$ cat src/rtl/alu16_nibble_seq_if.sv
// alu16_nibble_seq_if: request/result bus between a requester and the nibble-serial ALU
interface alu16_nibble_seq_if;
    logic        start;
    logic [15:0] a;
    logic [15:0] b;
    logic [3:0]  s;
    logic        m;
    logic        cin_;
    logic        busy;
    logic        done;
    logic [15:0] f;
    logic        cout_;
    logic        aeqb;
    logic        zero;
    modport master (output start, a, b, s, m, cin_, input busy, done, f, cout_, aeqb, zero);
    modport slave  (input start, a, b, s, m, cin_, output busy, done, f, cout_, aeqb, zero);
endinterface

$ cat src/rtl/alu16_nibble_seq.sv
// alu16_nibble_seq: 16-bit ALU op run through one '181 a nibble per clock, carry rippled in a flop
module sn74ls181 (
    input  logic [3:0] a,
    input  logic [3:0] b,
    input  logic [3:0] s,
    input  logic       m,
    input  logic       cn_,
    output logic [3:0] f,
    output logic       cn4_,
    output logic       aeqb
);
    logic [3:0] p, g, h;
    logic [4:0] c;
    always_comb begin
        p    = a | (b & {4{s[0]}}) | (~b & {4{s[1]}});
        g    = (a & ~b & {4{s[2]}}) | (a & b & {4{s[3]}});
        h    = p ^ g;
        c[0] = ~cn_;
        c[1] = g[0] | (p[0] & c[0]);
        c[2] = g[1] | (p[1] & c[1]);
        c[3] = g[2] | (p[2] & c[2]);
        c[4] = g[3] | (p[3] & c[3]);
        // logic mode masks the internal carries off the sum bits
        f    = ~h ^ ({4{~m}} & ~c[3:0]);
        cn4_ = ~c[4];
        aeqb = &f;
    end
endmodule

module alu16_nibble_seq (
    input logic                    clk,
    input logic                    rst_,
    alu16_nibble_seq_if.slave      bus
);
    localparam logic [1:0] IDLE = 2'd0;
    localparam logic [1:0] RUN  = 2'd1;
    localparam logic [1:0] DONE = 2'd2;
    logic [1:0]  state;
    logic [1:0]  idx;
    logic [15:0] ar, br, fr;
    logic [3:0]  sr, nf;
    logic        mr, cy, eq, nc, ne;
    sn74ls181 u_alu (
        .a    (ar[{idx, 2'b00} +: 4]),
        .b    (br[{idx, 2'b00} +: 4]),
        .s    (sr),
        .m    (mr),
        .cn_  (cy),
        .f    (nf),
        .cn4_ (nc),
        .aeqb (ne)
    );
    always_ff @(posedge clk or negedge rst_) begin
        if (!rst_) begin
            state <= IDLE;
            idx   <= 2'd0;
            ar    <= 16'h0000;
            br    <= 16'h0000;
            sr    <= 4'h0;
            mr    <= 1'b0;
            cy    <= 1'b1;
            fr    <= 16'h0000;
            eq    <= 1'b0;
        end else if (state == RUN) begin
            fr[{idx, 2'b00} +: 4] <= nf;
            cy    <= nc;
            eq    <= eq & ne;
            idx   <= idx + 2'd1;
            state <= (idx == 2'd3) ? DONE : RUN;
        end else if (bus.start) begin
            ar    <= bus.a;
            br    <= bus.b;
            sr    <= bus.s;
            mr    <= bus.m;
            cy    <= bus.cin_;
            idx   <= 2'd0;
            eq    <= 1'b1;
            state <= RUN;
        end else begin
            state <= IDLE;
        end
    end
    assign bus.busy  = state == RUN;
    assign bus.done  = state == DONE;
    assign bus.f     = fr;
    assign bus.cout_ = cy;
    assign bus.aeqb  = eq;
    assign bus.zero  = fr == 16'h0000;
endmodule

$ cat src/flat_wrapper.sv
// flat-port wrapper written by rule: the top's interface ports become plain ports
module alu16_nibble_seq_flat 
  (clk, rst_, bus_start, bus_a, bus_b, bus_s, bus_m, bus_cin_, bus_busy, bus_done, bus_f, bus_cout_, bus_aeqb, bus_zero);
  alu16_nibble_seq_if bus_i ();
  input logic clk;
  input logic rst_;
  input wire logic [$bits(bus_i.start)-1:0] bus_start;
  input wire logic [$bits(bus_i.a)-1:0] bus_a;
  input wire logic [$bits(bus_i.b)-1:0] bus_b;
  input wire logic [$bits(bus_i.s)-1:0] bus_s;
  input wire logic [$bits(bus_i.m)-1:0] bus_m;
  input wire logic [$bits(bus_i.cin_)-1:0] bus_cin_;
  output wire logic [$bits(bus_i.busy)-1:0] bus_busy;
  output wire logic [$bits(bus_i.done)-1:0] bus_done;
  output wire logic [$bits(bus_i.f)-1:0] bus_f;
  output wire logic [$bits(bus_i.cout_)-1:0] bus_cout_;
  output wire logic [$bits(bus_i.aeqb)-1:0] bus_aeqb;
  output wire logic [$bits(bus_i.zero)-1:0] bus_zero;
  assign bus_i.start = bus_start;
  assign bus_i.a = bus_a;
  assign bus_i.b = bus_b;
  assign bus_i.s = bus_s;
  assign bus_i.m = bus_m;
  assign bus_i.cin_ = bus_cin_;
  assign bus_busy = bus_i.busy;
  assign bus_done = bus_i.done;
  assign bus_f = bus_i.f;
  assign bus_cout_ = bus_i.cout_;
  assign bus_aeqb = bus_i.aeqb;
  assign bus_zero = bus_i.zero;
  alu16_nibble_seq u_core (.clk(clk), .rst_(rst_), .bus(bus_i));
endmodule
$ cat config.mk
export PLATFORM = sky130hd
export DESIGN_NAME = alu16_nibble_seq_flat
export DESIGN_NICKNAME = d
export VERILOG_FILES = /design/src/rtl/alu16_nibble_seq_if.sv /design/src/rtl/alu16_nibble_seq.sv /design/src/flat_wrapper.sv
export SDC_FILE = /design/constraint.sdc
export NUM_CORES = 1
export LEC_CHECK = 0
export ABC_AREA = 1
export CELL_PAD_IN_SITES_DETAIL_PLACEMENT = 1
export CELL_PAD_IN_SITES_GLOBAL_PLACEMENT = 1
export CORE_AREA = 2 2 94 115
export CTS_CLUSTER_SIZE = 8
export DETAILED_ROUTE_END_ITERATION = 8
export DIE_AREA = 0 0 96 117
export PLACE_DENSITY = 0.66
export SLEW_MARGIN = 20
export SYNTH_ARGS = -nofsm -noshare
export SYNTH_HDL_FRONTEND = slang
export SYNTH_SLANG_ARGS = --single-unit
$ cat constraint.sdc
create_clock -name clk -period 1.9 [get_ports clk]
set_clock_uncertainty 0.1 [all_clocks]
set_input_delay 0.38 -clock clk [delete_from_list [all_inputs] [get_ports clk]]
set_output_delay 0.38 -clock clk [all_outputs]
set_load 0.02 [all_outputs]
==> out/qor.tcl, run 1 <==
set qor(status) {finished with violations}
set qor(failed_checks) {negative setup slack}
set qor(io_buffers) 61
set qor(syn-instance-count) 376
set qor(grt_pass1_vias) 2945
set qor(initial_standard_cell_utilization_of_the_core) 0.291
set qor(worstMarginPinSlew_ns) 0.355
set qor(numCtsBuffers) 9
set qor(number_of_antenna_violating_nets_in_the_routed_design) 0
set qor(yosys.area.top_type_share) 0.488
set qor(rr_endpoint) {u_core.bus.f[7]$_DFFE_PN0P_}
set qor(synth_top_family_by_area) {simple AND/OR/NAND/NOR gates}
set qor(syn_nets) 422
set qor(power_per_cell_area_mw_per_mm2) 2240
set qor(top_level_port_count) 62
set qor(critical_path.most_common_cell) {nand2_4}
set qor(hold_path_end) {u_core.br[13]$_DFFE_PN0P_}
set qor(synth_cell_types) 33
set qor(synth_area_leader) {dfrtp_1}
set qor(synthesis.area_mm2) 0.00297
set qor(layout.nets) 532
set qor(power.leakage_nw) 2.46
set qor(tritoncts) {built}
set qor(area.growth.synth_to_final_pct) 63.5
set qor(placementRows) 41
set qor(critical_path_peak_fanout) 7
set qor(htree_num_levels) 3
set qor(hold-worst-slack_ns) 0.371
set qor(critical_path.startpoint) {u_core.idx[0]$_DFFE_PN0P_}
set qor(adder_cell_fraction_of_synth_area) 0.0211
set qor(seq_area_mm2) 0.00148
set qor(synthesis.yosys.warnings) 0
set qor(cts_num_sinks) 59
set qor(wl_mm) 8.68
set qor(worst_setup_margin_ns) -0.183
set qor(post_synth_and_or_nand_nor_area_fraction) 0.325
set qor(min_path_cells) 2
set qor(inst_count_dp) 598
set qor(slowest_delay_ns) 0.44
set qor(final_hold_viol_count) 0
set qor(crit_type) {flip-flop to flip-flop}
set qor(route.detailed.vias_per_inst) 4.58
set qor(synthXorXnorAreaFrac) 0.00295
set qor(clock_insertion_delay_worst_skew_ns) 0.33
set qor(power.ir.vdd_worst_v) 0.000778
set qor(multi_input_area_mm2) 0.00172
set qor(route.detailed.wl_per_inst_um) 14.0
set qor(die_x_um) 96
set qor(synth_seq_cells) 59
set qor(final_layout_size_suffix_gt1_frac) 0.326
set qor(drt_first_iter_violations) 55
set qor(critical_path.n_buffers_inverters) 2
set qor(timing_max_transition_violations_final) 0
set qor(grt_start_max_net_pins) 60
set qor(critPathCaptureType) {flip-flop}
set qor(fmax_mhz) 480
set qor(globalRouteTotalUtil) 0.165
set qor(grt_pass1_wl_mm) 14.1
set qor(tns_ns) -1.93
set qor(reg2reg_from) {u_core.idx[0]$_DFFE_PN0P_}
set qor(worstHoldPathType) {flip-flop to flip-flop}
set qor(maxCapViolCount) 0
set qor(worst_setup_hold_path_clk_slew_ns) 0.06
set qor(worstPathCellList) {clkinv_4 > buf_12 > nand2_4 > nand3_4 > nand2_4 > a21oi_2 > nand2_2 > nand2_4 > nand2_4 > nand2_4 > nand2_4 > nand4_1 > nand2_4 > nand4_1 > nand2_1}
set qor(antenna_found_initial) 0
set qor(post-layout-total-power_mw) 10.9
set qor(grt.overflow.total) 0
set qor(cell_with_the_largest_stage_delay_on_the_worst_path) {dfrtp_2}
set qor(final_cells) 620
set qor(largest_cells_by_area_after_synthesis) {dfrtp_1, nand2_1, nand3_1}
set qor(fp.dieArea_mm2) 0.0112
set qor(synth_compound_area_frac) 0.0863
set qor(finished_core_util) 0.476
set qor(min_from) {u_core.br[13]$_DFFE_PN0P_}
set qor(timing.final.crit_share) 1.10
set qor(r2r_setup_slack_ns) -0.18
set qor(filler_cell_count) 1183
set qor(gp_congestion) 0.800
set qor(detailedRoute.firstPassIterationCount) 4
set qor(placeableCoreArea_mm2) 0.0102
set qor(critPathLaunchType) {flip-flop}
set qor(insertedDiodeCount) 0
set qor(setup_repair_after_global_routing_missed_its_margin) {yes}
set qor(synth.avg_cell_area_um2) 7.90
set qor(max_slew_margin) 0.763
set qor(timing.critical_path.arrival_ns) 2.25
set qor(clockBufferDepth) 2
set qor(dp_hpwl_mm) 6.27
set qor(die_height_um) 117
set qor(muxShareOfSynthArea) 0
set qor(path_delay_family) {simple AND/OR/NAND/NOR gates}
set qor(post-route-drc-count) 0
set qor(final_period_minus_worst_setup_slack_ns) 2.08
set qor(yosysSeqAreaShare) 0.497
set qor(cts-root-buf) {clkbuf_16}
set qor(r2r.worst_path.cells) 15
set qor(total_number_of_vias) 2840
set qor(cp_data_required_time_ns) 2.06
set qor(setup-violations-final) 15
[where the power goes]
group / internal [mW] / switching [mW]
clock network: 1.08 / 0.562
registers: 1.86 / 0.445
logic: 3.08 / 3.86
[layout by cell type, fill, tap and decap left out, types with 3 or more instances in the layout]
cell             synthesis  routed
nand3_1                 21       6
nand3_2                  2      12
nand2_1                175     148
inv_2                    2       3
nor2_1                  14       9
dfrtp_1                 58      56
o21ai_1                  6       3
nor2_2                   1       4
buf_12                   0       5
buf_4                    2      40
buf_6                    3       6
inv_1                   25      23
nand3_4                  0       5
dlymetal6s2s_1           0       5
o21ai_2                  1       6
nand4_1                  7       7
o211ai_2                 5       4
dlygate4sd2_1            0       9
clkdlybuf4s50_1          0      45
nand2_2                  6      21
ha_1                     5       4
o21ai_0                 12       9
o22ai_2                  0       3
clkbuf_16                0       9
a21oi_2                  2       4
nand2_4                  0      12
[area by class of cell]
cell class / instances / share of cell area
Inverter: 29 / 0.0239
Clock buffer: 12 / 0.0528
Multi-Input combinational cell: 275 / 0.354
Timing Repair Buffer: 112 / 0.221
Sequential cell: 59 / 0.305
Clock inverter: 4 / 0.0100
Tap cell: 129 / 0.0332
[cells in the mapped netlist]
cell	n
nand2_2	6
o21ai_1	6
a22oi_1	1
or2_1	1
o21ai_2	1
dfrtp_1	58
buf_4	2
o21ai_0	12
ha_1	5
a21oi_2	2
o21bai_1	1
inv_1	25
nand3_1	21
xnor2_1	1
nor2_2	1
nor3_1	1
clkbuf_1	7
nand4_1	7
clkinv_1	1
o211ai_2	5
inv_2	2
buf_6	3
a21oi_4	1
nor2_1	14
a22o_1	2
nor4_1	5
o22ai_1	3
nand2_1	175
a21oi_1	2
nand3_2	2
dfstp_2	1
buf_8	1
inv_4	1
[state kept, by name, summed over array words and instances, names as in the netlist]
name / cells
u_core.state: 2
u_core.bus.cout_: 1
u_core.ar: 16
u_core.bus.aeqb: 1
u_core.bus.f: 16
u_core.sr: 4
u_core.mr: 1
u_core.idx: 2
u_core.br: 16
[worst min-delay path, stage by stage (launching register included)]
cell and delay [ns]:
dfrtp_1 0.34, nand2_1 0.05, nand2_1 0.05
[repair_timing]
| item | in CTS | in global routing |
|---|---|---|
| gates cloned | 1 | 0 |
| pin swaps | 41 | 27 |
| endpoints found under the hold margin | 58 | 0 |
| hold buffers | 1 | 0 |
| setup buffers | 6 | 2 |
| setup endpoints to repair | 22 | 33 |
| resized for setup | 79 | 48 |
[metrics by stage]
step	area [µm²]	worst slack, ns
4_1_cts	4680	-0.179
5_1_grt	4860	-0.329
6_report	4860	-0.183
3_3_place_gp	4050	-0.274
2_1_floorplan	2980	0.0704
3_5_place_dp	4050	-0.343
[cells by family after synthesis]
| logic type | after synthesis |
|---|---|
| xor gates and xnor gates | 1 |
| AOI/OAI and AO/OA | 36 |
| DFF | 59 |
| and+or+nand+nor | 233 |
| buffers and inverters | 42 |
| adders and majority gates | 5 |
[worst max-delay path by stage]
stage | endpoint | slack [ns] | depth (start not counted)
CTS | bus_zero | -0.18 | 4
finish | u_core.bus.f[7]$_DFFE_PN0P_ | -0.18 | 15
detailed placement | bus_zero | -0.34 | 5
global placement | bus_zero | -0.27 | 5
global route | u_core.bus.f[5]$_DFFE_PN0P_ | -0.33 | 13
floorplan | u_core.bus.f[9]$_DFFE_PN0P_ | 0.07 | 12
[per-layer routing]
layer	GRT usage	vias to the layer above	wire (µm)
met5	0	-	0
met4	0.0562	0	184
met3	0.0391	12	313
met2	0.304	59	4710
met1	0.183	1346	3480
li1	-	1423	-
Note: power is estimated with default switching activity, not from simulation.
==> inputs of run 2 (changes only) <==
--- a/config.mk
+++ b/config.mk
@@ -12,7 +12,7 @@
 export CTS_CLUSTER_SIZE = 8
 export DETAILED_ROUTE_END_ITERATION = 8
 export DIE_AREA = 0 0 96 117
-export PLACE_DENSITY = 0.66
+export PLACE_DENSITY = 0.63
 export SLEW_MARGIN = 20
 export SYNTH_ARGS = -nofsm -noshare
 export SYNTH_HDL_FRONTEND = slang
==> constraint.sdc (replaced) <==
create_clock -name clk -period 2.4 [get_ports clk]
set_clock_uncertainty 0.1 [all_clocks]
set_input_delay 0.48 -clock clk [delete_from_list [all_inputs] [get_ports clk]]
set_output_delay 0.48 -clock clk [all_outputs]
set_load 0.02 [all_outputs]
==> run 2 against run 1 <==
Effect of this change: the flow now finishes without violations; flip-flop and latch count unchanged; power decreased by 40%; global-route usage decreased by 0.72 points; die area unchanged; core utilization decreased by 7.8 points; clock power decreased by 26%; cell area decreased by 16%; highest routed layer unchanged; combinational power decreased by 50%; largest power group unchanged; non-clock buffer count decreased by 37.
==> out/qor.tcl, run 2 (synthesis gave the netlist of run 1 again) <==
set qor(cp_data_required_time_ns) 1.82 ;# -0.24 ns
set qor(worstHoldPathType) {flip-flop to flip-flop}
set qor(layout.cells.most_common) {nand2_1}
set qor(clockBufferDepth) 2 ;# unchanged
set qor(number_of_antenna_violating_nets_in_the_routed_design) 0 ;# unchanged
set qor(postCtsSetupBuffers) 0 ;# -6
set qor(critical_path_peak_fanout) 2 ;# -5
set qor(r2r.worst_path.cells) 15 ;# unchanged
set qor(final_cells) 583 ;# -6.0%
set qor(io_buffers) 61 ;# unchanged
set qor(reg2reg_from) {u_core.idx[0]$_DFFE_PN0P_}
set qor(route.detailed.wl_per_inst_um) 13.6 ;# -3.1%
set qor(postLayoutCellArea_mm2) 0.00407 ;# -16%
set qor(die_height_um) 117 ;# unchanged
set qor(min_from) {u_core.br[13]$_DFFE_PN0P_}
set qor(fmax_mhz) 450
set qor(grt.overflow.total) 0 ;# unchanged
set qor(post-route-drc-count) 0 ;# unchanged
set qor(hold_path_end) {u_core.br[13]$_DFFE_PN0P_}
set qor(grt_start_max_net_pins) 32 ;# -47%
set qor(antenna_found_initial) 0 ;# unchanged
set qor(cts_num_sinks) 59 ;# unchanged
set qor(initial_standard_cell_utilization_of_the_core) 0.291 ;# unchanged
set qor(numCtsBuffers) 9 ;# unchanged
set qor(final_layout_size_suffix_gt1_frac) 0.115 ;# -0.211
set qor(drt_first_iter_violations) 47 ;# -15%
set qor(globalRouteTotalUtil) 0.158 ;# -0.00716
set qor(final_hold_viol_count) 0 ;# unchanged
set qor(critPathLaunchType) {flip-flop}
set qor(gp_congestion) 0.772 ;# -3.5%
set qor(dp_hpwl_mm) 6.00 ;# -4.4%
set qor(inst_count_dp) 566 ;# -5.4%
set qor(grt_pass1_wl_mm) 13.2 ;# -5.8%
set qor(maxCapViolCount) 0 ;# unchanged
set qor(clock_insertion_delay_worst_skew_ns) 0.33 ;# about the same
set qor(detailedRoute.firstPassIterationCount) 4 ;# unchanged
set qor(die_x_um) 96 ;# unchanged
set qor(crit_type) {flip-flop to output pin}
set qor(rr_endpoint) {u_core.bus.f[7]$_DFFE_PN0P_}
set qor(layout.nets) 495 ;# -7.0%
set qor(wl_mm) 7.91 ;# -8.9%
set qor(placement_stage_cell_area_mm2) 0.00376 ;# -7.0%
set qor(power_per_cell_area_mw_per_mm2) 1590 ;# -29%
set qor(htree_num_levels) 3 ;# unchanged
set qor(power.ir.vdd_worst_v) 0.000477 ;# -39%
set qor(placementRows) 41 ;# unchanged
set qor(route.detailed.vias_per_inst) 4.56 ;# -0.39%
set qor(setup-violations-final) 0 ;# -15
set qor(max_slew_margin) 0.710 ;# -0.0531
set qor(worst_setup_hold_path_clk_slew_ns) 0.05 ;# about the same
set qor(cts-root-buf) {clkbuf_16}
set qor(critPathCaptureType) {output pin}
set qor(top_level_port_count) 62 ;# unchanged
set qor(tritoncts) {built}
set qor(finished_core_util) 0.398 ;# -0.0778
set qor(total_number_of_vias) 2660 ;# -6.3%
set qor(fp.dieArea_mm2) 0.0112 ;# unchanged
set qor(timing.critical_path.arrival_ns) 1.64 ;# -0.61 ns
set qor(status) {finished, final reports clean}
set qor(insertedDiodeCount) 0 ;# unchanged
set qor(min_path_cells) 2 ;# unchanged
set qor(timing.final.crit_share) 0.925
set qor(final_period_minus_worst_setup_slack_ns) 2.22
set qor(r2r_setup_slack_ns) 0.24 ;# +0.42 ns
set qor(placeableCoreArea_mm2) 0.0102 ;# unchanged
set qor(most_used_cells_in_the_layout_excluding_fill_and_tap_cells) {nand2_1, clkdlybuf4s50_1, dfrtp_1}
set qor(timing_max_transition_violations_final) 0 ;# unchanged
set qor(post-layout-total-power_mw) 6.48 ;# -40%
set qor(power.leakage_nw) 2.00 ;# -19%
set qor(grt_pass1_vias) 2782 ;# -5.5%
set qor(area.growth.synth_to_final_pct) 36.8
set qor(worstMarginPinSlew_ns) 0.432 ;# +0.0776 ns
-- run 2: cell count changes in the layout (fill, tap and decap cells not counted), moves of 4 or more --
cell / previous run / this run
clkdlybuf4s50_1: 45 / 59
buf_4: 40 / 11
nand2_4: 12 / 0
nand2_1: 148 / 175
nand3_1: 6 / 21
nand3_2: 12 / 2
nor2_1: 9 / 13
nand2_2: 21 / 6
dlymetal6s2s_1: 5 / 0
nand3_4: 5 / 0
o21ai_2: 6 / 1
dlygate4sd2_1: 9 / 0
nor4_1: 1 / 5
buf_6: 6 / 0
-- run 2: power by group --
part	total, mW	switching, mW	internal (mW)
clock	1.21	0.428	0.779
combinational	3.49	2.16	1.33
sequential	1.77	0.308	1.47
-- run 2: repair_timing --
item	CTS	global route
hold buffers	1	0
gates resized for setup	4	5
endpoints found under the hold margin	14	0
setup endpoints to repair	1	6
-- run 2: worst max-delay path, cell delays in order (launching register included) --
cell	delay [ns]
dfrtp_1	0.37
nor4_1	0.29
buf_4	0.16
nand2_1	0.05
nor4_1	0.24
buf_2	0.21
-- run 2: through the flow --
stage | setup TNS [ns] | setup WS (ns) | hold WS, ns
3_3_place_gp | 0 | 0.0822 | 0.318
6_report | 0 | 0.179 | 0.367
2_1_floorplan | 0 | 0.333 | 0.0844
4_1_cts | 0 | 0.0283 | 0.375
5_1_grt | -0.00396 | -0.00396 | 0.394
3_5_place_dp | 0 | 0.0411 | 0.323
-- run 2: per-layer routing --
layer,share of wire,GRT usage,up-vias
met1,0.42,0.171,1254
met4,0.022,0.0705,0
li1,-,-,1343
met3,0.042,0.0442,10
met5,0,0,-
met2,0.52,0.282,53
-- run 2: how the worst max path moves through the flow --
stage,startpoint,to,cells after the start
6_report,u_core.bus.f[13]$_DFFE_PN0P_,bus_zero,5
5_1_grt,u_core.idx[0]$_DFFE_PN0P_,u_core.bus.f[15]$_DFFE_PN0P_,15
4_1_cts,u_core.bus.f[13]$_DFFE_PN0P_,bus_zero,5
3_5_place_dp,u_core.bus.f[13]$_DFFE_PN0P_,bus_zero,5
3_3_place_gp,u_core.bus.f[13]$_DFFE_PN0P_,bus_zero,5
2_1_floorplan,u_core.bus.f[9]$_DFFE_PN0P_,bus_zero,3
-- run 2: layout make-up --
| type | instances | area [µm²] |
|---|---|---|
| well taps | 129 | 161 |
| multi-input cells | 275 | 1290 |
| flip-flops and latches | 59 | 1480 |
| fillers | 1244 | 6140 |
| inverters | 29 | 114 |
| clock inverters | 2 | 10.0 |
| clock buffers | 14 | 274 |
| repair buffers | 75 | 733 |
==> inputs of run 3 (changes only) <==
--- a/config.mk
+++ b/config.mk
@@ -5,14 +5,14 @@
 export SDC_FILE = /design/constraint.sdc
 export NUM_CORES = 1
 export LEC_CHECK = 0
-export ABC_AREA = 1
+export ABC_AREA = 0
 export CELL_PAD_IN_SITES_DETAIL_PLACEMENT = 1
 export CELL_PAD_IN_SITES_GLOBAL_PLACEMENT = 1
-export CORE_AREA = 2 2 94 115
+export CORE_AREA = 2 2 92 112
 export CTS_CLUSTER_SIZE = 8
 export DETAILED_ROUTE_END_ITERATION = 8
-export DIE_AREA = 0 0 96 117
-export PLACE_DENSITY = 0.63
+export DIE_AREA = 0 0 94 114
+export PLACE_DENSITY = 0.59
 export SLEW_MARGIN = 20
 export SYNTH_ARGS = -nofsm -noshare
 export SYNTH_HDL_FRONTEND = slang
==> run 3 against run 2 <==
Effect of this change: the flow now finishes with violations (negative setup slack); combinational power rose by 10%; core utilization rose by 2.3 points; synthesized area fell by 4.7%; wire length fell by 15%; cell area rose by 1.1%; first-iteration DRC count rose by 4.3%; critical path type is now flip-flop to flip-flop; largest power group unchanged; fmax fell by 11%; via count fell by 23%; register-to-register slack got worse by 0.34 ns.
==> out/qor.tcl, run 3 <==
set qor(largest_cells_by_area_after_synthesis) {dfrtp_1, mux2_2, mux4_1}
set qor(timing_max_transition_violations_final) 0 ;# unchanged
set qor(synth.avg_cell_area_um2) 13.4 ;# +69%
set qor(route.detailed.wl_per_inst_um) 15.5 ;# +14%
set qor(critPathLaunchType) {flip-flop}
set qor(dp_hpwl_mm) 5.06 ;# -16%
set qor(critPathCaptureType) {flip-flop}
set qor(grt.overflow.total) 0 ;# unchanged
set qor(grt_start_max_net_pins) 60 ;# +88%
set qor(gp_congestion) 0.754 ;# -2.3%
set qor(cp_data_required_time_ns) 2.52 ;# +0.70 ns
set qor(final_hold_viol_count) 0 ;# unchanged
set qor(yosysSeqAreaShare) 0.522 ;# +0.0244
set qor(clock_insertion_delay_worst_skew_ns) 0.32 ;# about the same
set qor(die_x_um) 94 ;# -2.1%
set qor(synthArstFlopShare) 1.00 ;# unchanged
set qor(power_per_cell_area_mw_per_mm2) 1670 ;# +5.0%
set qor(syn_nets) 258 ;# -39%
set qor(clockBufferDepth) 2 ;# unchanged
set qor(critical_path.n_buffers_inverters) 1 ;# -1
set qor(die_height_um) 114 ;# -2.6%
set qor(yosys.area.top_type_share) 0.512 ;# +0.0239
set qor(numCtsBuffers) 9 ;# unchanged
set qor(cell_with_the_largest_stage_delay_on_the_worst_path) {mux4_2}
set qor(wl_mm) 6.69 ;# -15%
set qor(antenna_found_initial) 0 ;# unchanged
set qor(layout.cells.most_common) {clkdlybuf4s50_1}
set qor(drt_first_iter_violations) 49 ;# +4.3%
set qor(synth_area_leader) {dfrtp_1}
set qor(cts-root-buf) {clkbuf_16}
set qor(timing.critical_path.arrival_ns) 2.62 ;# +0.98 ns
set qor(post_synth_edffs) 0 ;# unchanged
set qor(timing.final.crit_share) 1.04 ;# +0.115
set qor(fmax_mhz) 401 ;# -11%
set qor(final_period_minus_worst_setup_slack_ns) 2.50 ;# +0.275 ns
set qor(crit_type) {flip-flop to flip-flop}
set qor(slowest_delay_ns) 0.56 ;# +0.19 ns
set qor(dp_slack_ns) -0.119 ;# -0.160 ns
set qor(area.growth.synth_to_final_pct) 45.1
set qor(placeableCoreArea_mm2) 0.00976 ;# -4.4%
set qor(yosys.cell_count.top_type) {dfrtp_1}
set qor(synthesis.yosys.warnings) 0 ;# unchanged
set qor(placementRows) 40 ;# -2.4%
set qor(power.leakage_nw) 1.72 ;# -14%
set qor(number_of_antenna_violating_nets_in_the_routed_design) 0 ;# unchanged
set qor(top_level_port_count) 62 ;# unchanged
set qor(tritoncts) {built}
set qor(cts_num_sinks) 59 ;# unchanged
set qor(initial_standard_cell_utilization_of_the_core) 0.290 ;# -0.000833
set qor(power.ir.vdd_worst_v) 0.000491 ;# +3.0%
set qor(placement_stage_cell_area_mm2) 0.00371 ;# -1.3%
set qor(route.detailed.vias_per_inst) 4.75 ;# +4.1%
set qor(worst-path-stages) 7 ;# +2
set qor(most_used_cells_in_the_layout_excluding_fill_and_tap_cells) {clkdlybuf4s50_1, dfrtp_1, mux2_2}
set qor(globalRouteTotalUtil) 0.137 ;# -0.0202
set qor(max_slew_margin) 0.754 ;# +0.0447
set qor(tns_ns) -0.434 ;# -0.434 ns
set qor(io_buffers) 61 ;# unchanged
set qor(grt_pass1_wl_mm) 11.1 ;# -16%
set qor(path_delay_family) {multiplexers}
set qor(worst_setup_margin_ns) -0.0959 ;# -0.275 ns
set qor(worstMarginPinSlew_ns) 0.369 ;# -0.0637 ns
set qor(failed_checks) {negative setup slack}
set qor(insertedDiodeCount) 0 ;# unchanged
set qor(synth_cell_types) 38 ;# +15%
set qor(synthesis.area_mm2) 0.00283 ;# -4.7%
set qor(maxCapViolCount) 0 ;# unchanged
set qor(detailedRoute.firstPassIterationCount) 4 ;# unchanged
set qor(post-route-drc-count) 0 ;# unchanged
set qor(worstHoldPathType) {primary input to async pin}
set qor(syn-instance-count) 212 ;# -44%
set qor(postLayoutCellArea_mm2) 0.00411 ;# +1.1%
set qor(worst_setup_hold_path_clk_slew_ns) 0.05 ;# about the same
set qor(synth_common_cells) {dfrtp_1, mux2_2, nand2_1}
set qor(fp.dieArea_mm2) 0.0107 ;# -4.6%
set qor(grt_pass1_vias) 2172 ;# -22%
set qor(total_number_of_vias) 2047 ;# -23%
set qor(status) {finished with violations}
set qor(final_layout_size_suffix_gt1_frac) 0.351 ;# +0.236
set qor(synth-main-ff-cell) {dfrtp_1}
set qor(synth_seq_cells) 59 ;# unchanged
set qor(setup_repair_after_global_routing_missed_its_margin) {yes}
set qor(setup-violations-final) 7 ;# +7
set qor(critical_path_peak_fanout) 4 ;# +2
set qor(r2r_setup_slack_ns) -0.1 ;# -0.34 ns
set qor(worstPathCellList) {mux4_2 > mux2_4 > o21bai_4 > buf_6 > a311oi_2 > nand4bb_1 > o41ai_2}
set qor(htree_num_levels) 3 ;# unchanged
set qor(r2r.worst_path.cells) 7 ;# -8
set qor(layout.nets) 347 ;# -30%
==> run 3: area by class of cell <==
cell class / count / area [µm²]
Sequential cell: 59 / 1480
Tap cell: 126 / 158
Multi-Input combinational cell: 141 / 1360
Clock inverter: 3 / 40.0
Fill cell: 1025 / 5650
Timing Repair Buffer: 84 / 813
Inverter: 6 / 23.8
Clock buffer: 12 / 236
==> run 3: routing by layer <==
metal / track usage / share of wire
met1: 0.161 / 0.42
met3: 0.0337 / 0.040
met2: 0.241 / 0.53
met5: 0 / 0
met4: 0.0522 / 0.014
==> run 3: worst paths after layout <==
path,start,to
max,u_core.idx[0]$_DFFE_PN0P_,u_core.bus.aeqb$_DFFE_PN0P_
min,rst_,u_core.br[4]$_DFFE_PN0P_
max reg2reg,u_core.idx[0]$_DFFE_PN0P_,u_core.bus.aeqb$_DFFE_PN0P_
min reg2reg,u_core.ar[2]$_DFFE_PN0P_,u_core.ar[2]$_DFFE_PN0P_
max in group asynchronous,rst_,u_core.bus.cout_$_DFFE_PN1P_
min in group clk,u_core.ar[2]$_DFFE_PN0P_,u_core.ar[2]$_DFFE_PN0P_
==> run 3: repair_timing <==
item / in CTS / in global routing
endpoints found under the hold margin: 0 / 0
buffers inserted: 1 / 5
cloned: 0 / 0
gates resized for setup: 11 / 16
endpoints found under the setup margin: 15 / 18
pin swaps: 6 / 6
hold buffers: 0 / 0
==> run 3: kinds of logic (layout without fill, tap and decap cells) <==
| group | count (synthesis) | count (layout) | synth area share |
|---|---|---|---|
| flip-flops | 59 | 59 | 0.522 |
| AO/OA/AOI/OAI | 33 | 33 | 0.0910 |
| XOR/XNOR | 2 | 2 | 0.00618 |
| multiplexers | 54 | 54 | 0.252 |
| buffers and inverters | 12 | 105 | 0.0212 |
| AND/OR/NAND/NOR | 47 | 47 | 0.0861 |
| adder cells (fa/ha/maj) | 5 | 5 | 0.0221 |
==> run 3: stage by stage <==
stage          hold WS [ns]   util  total power, mW  cells
6_report             0.0610  0.421             6.88    431
3_5_place_dp          0.391  0.380             5.27    410
5_1_grt              0.0900  0.421             7.37    431
4_1_cts              0.0739  0.413             6.61    426
3_3_place_gp          0.382  0.380             5.18    410
2_1_floorplan        0.0844      -             3.89    212
==> run 3: where the power goes <==
group	switching, mW	internal [mW]	leakage (nW)
clock	0.409	0.792	0.136
combinational	1.79	2.05	0.854
sequential	0.353	1.48	0.726
total	2.55	4.33	1.72
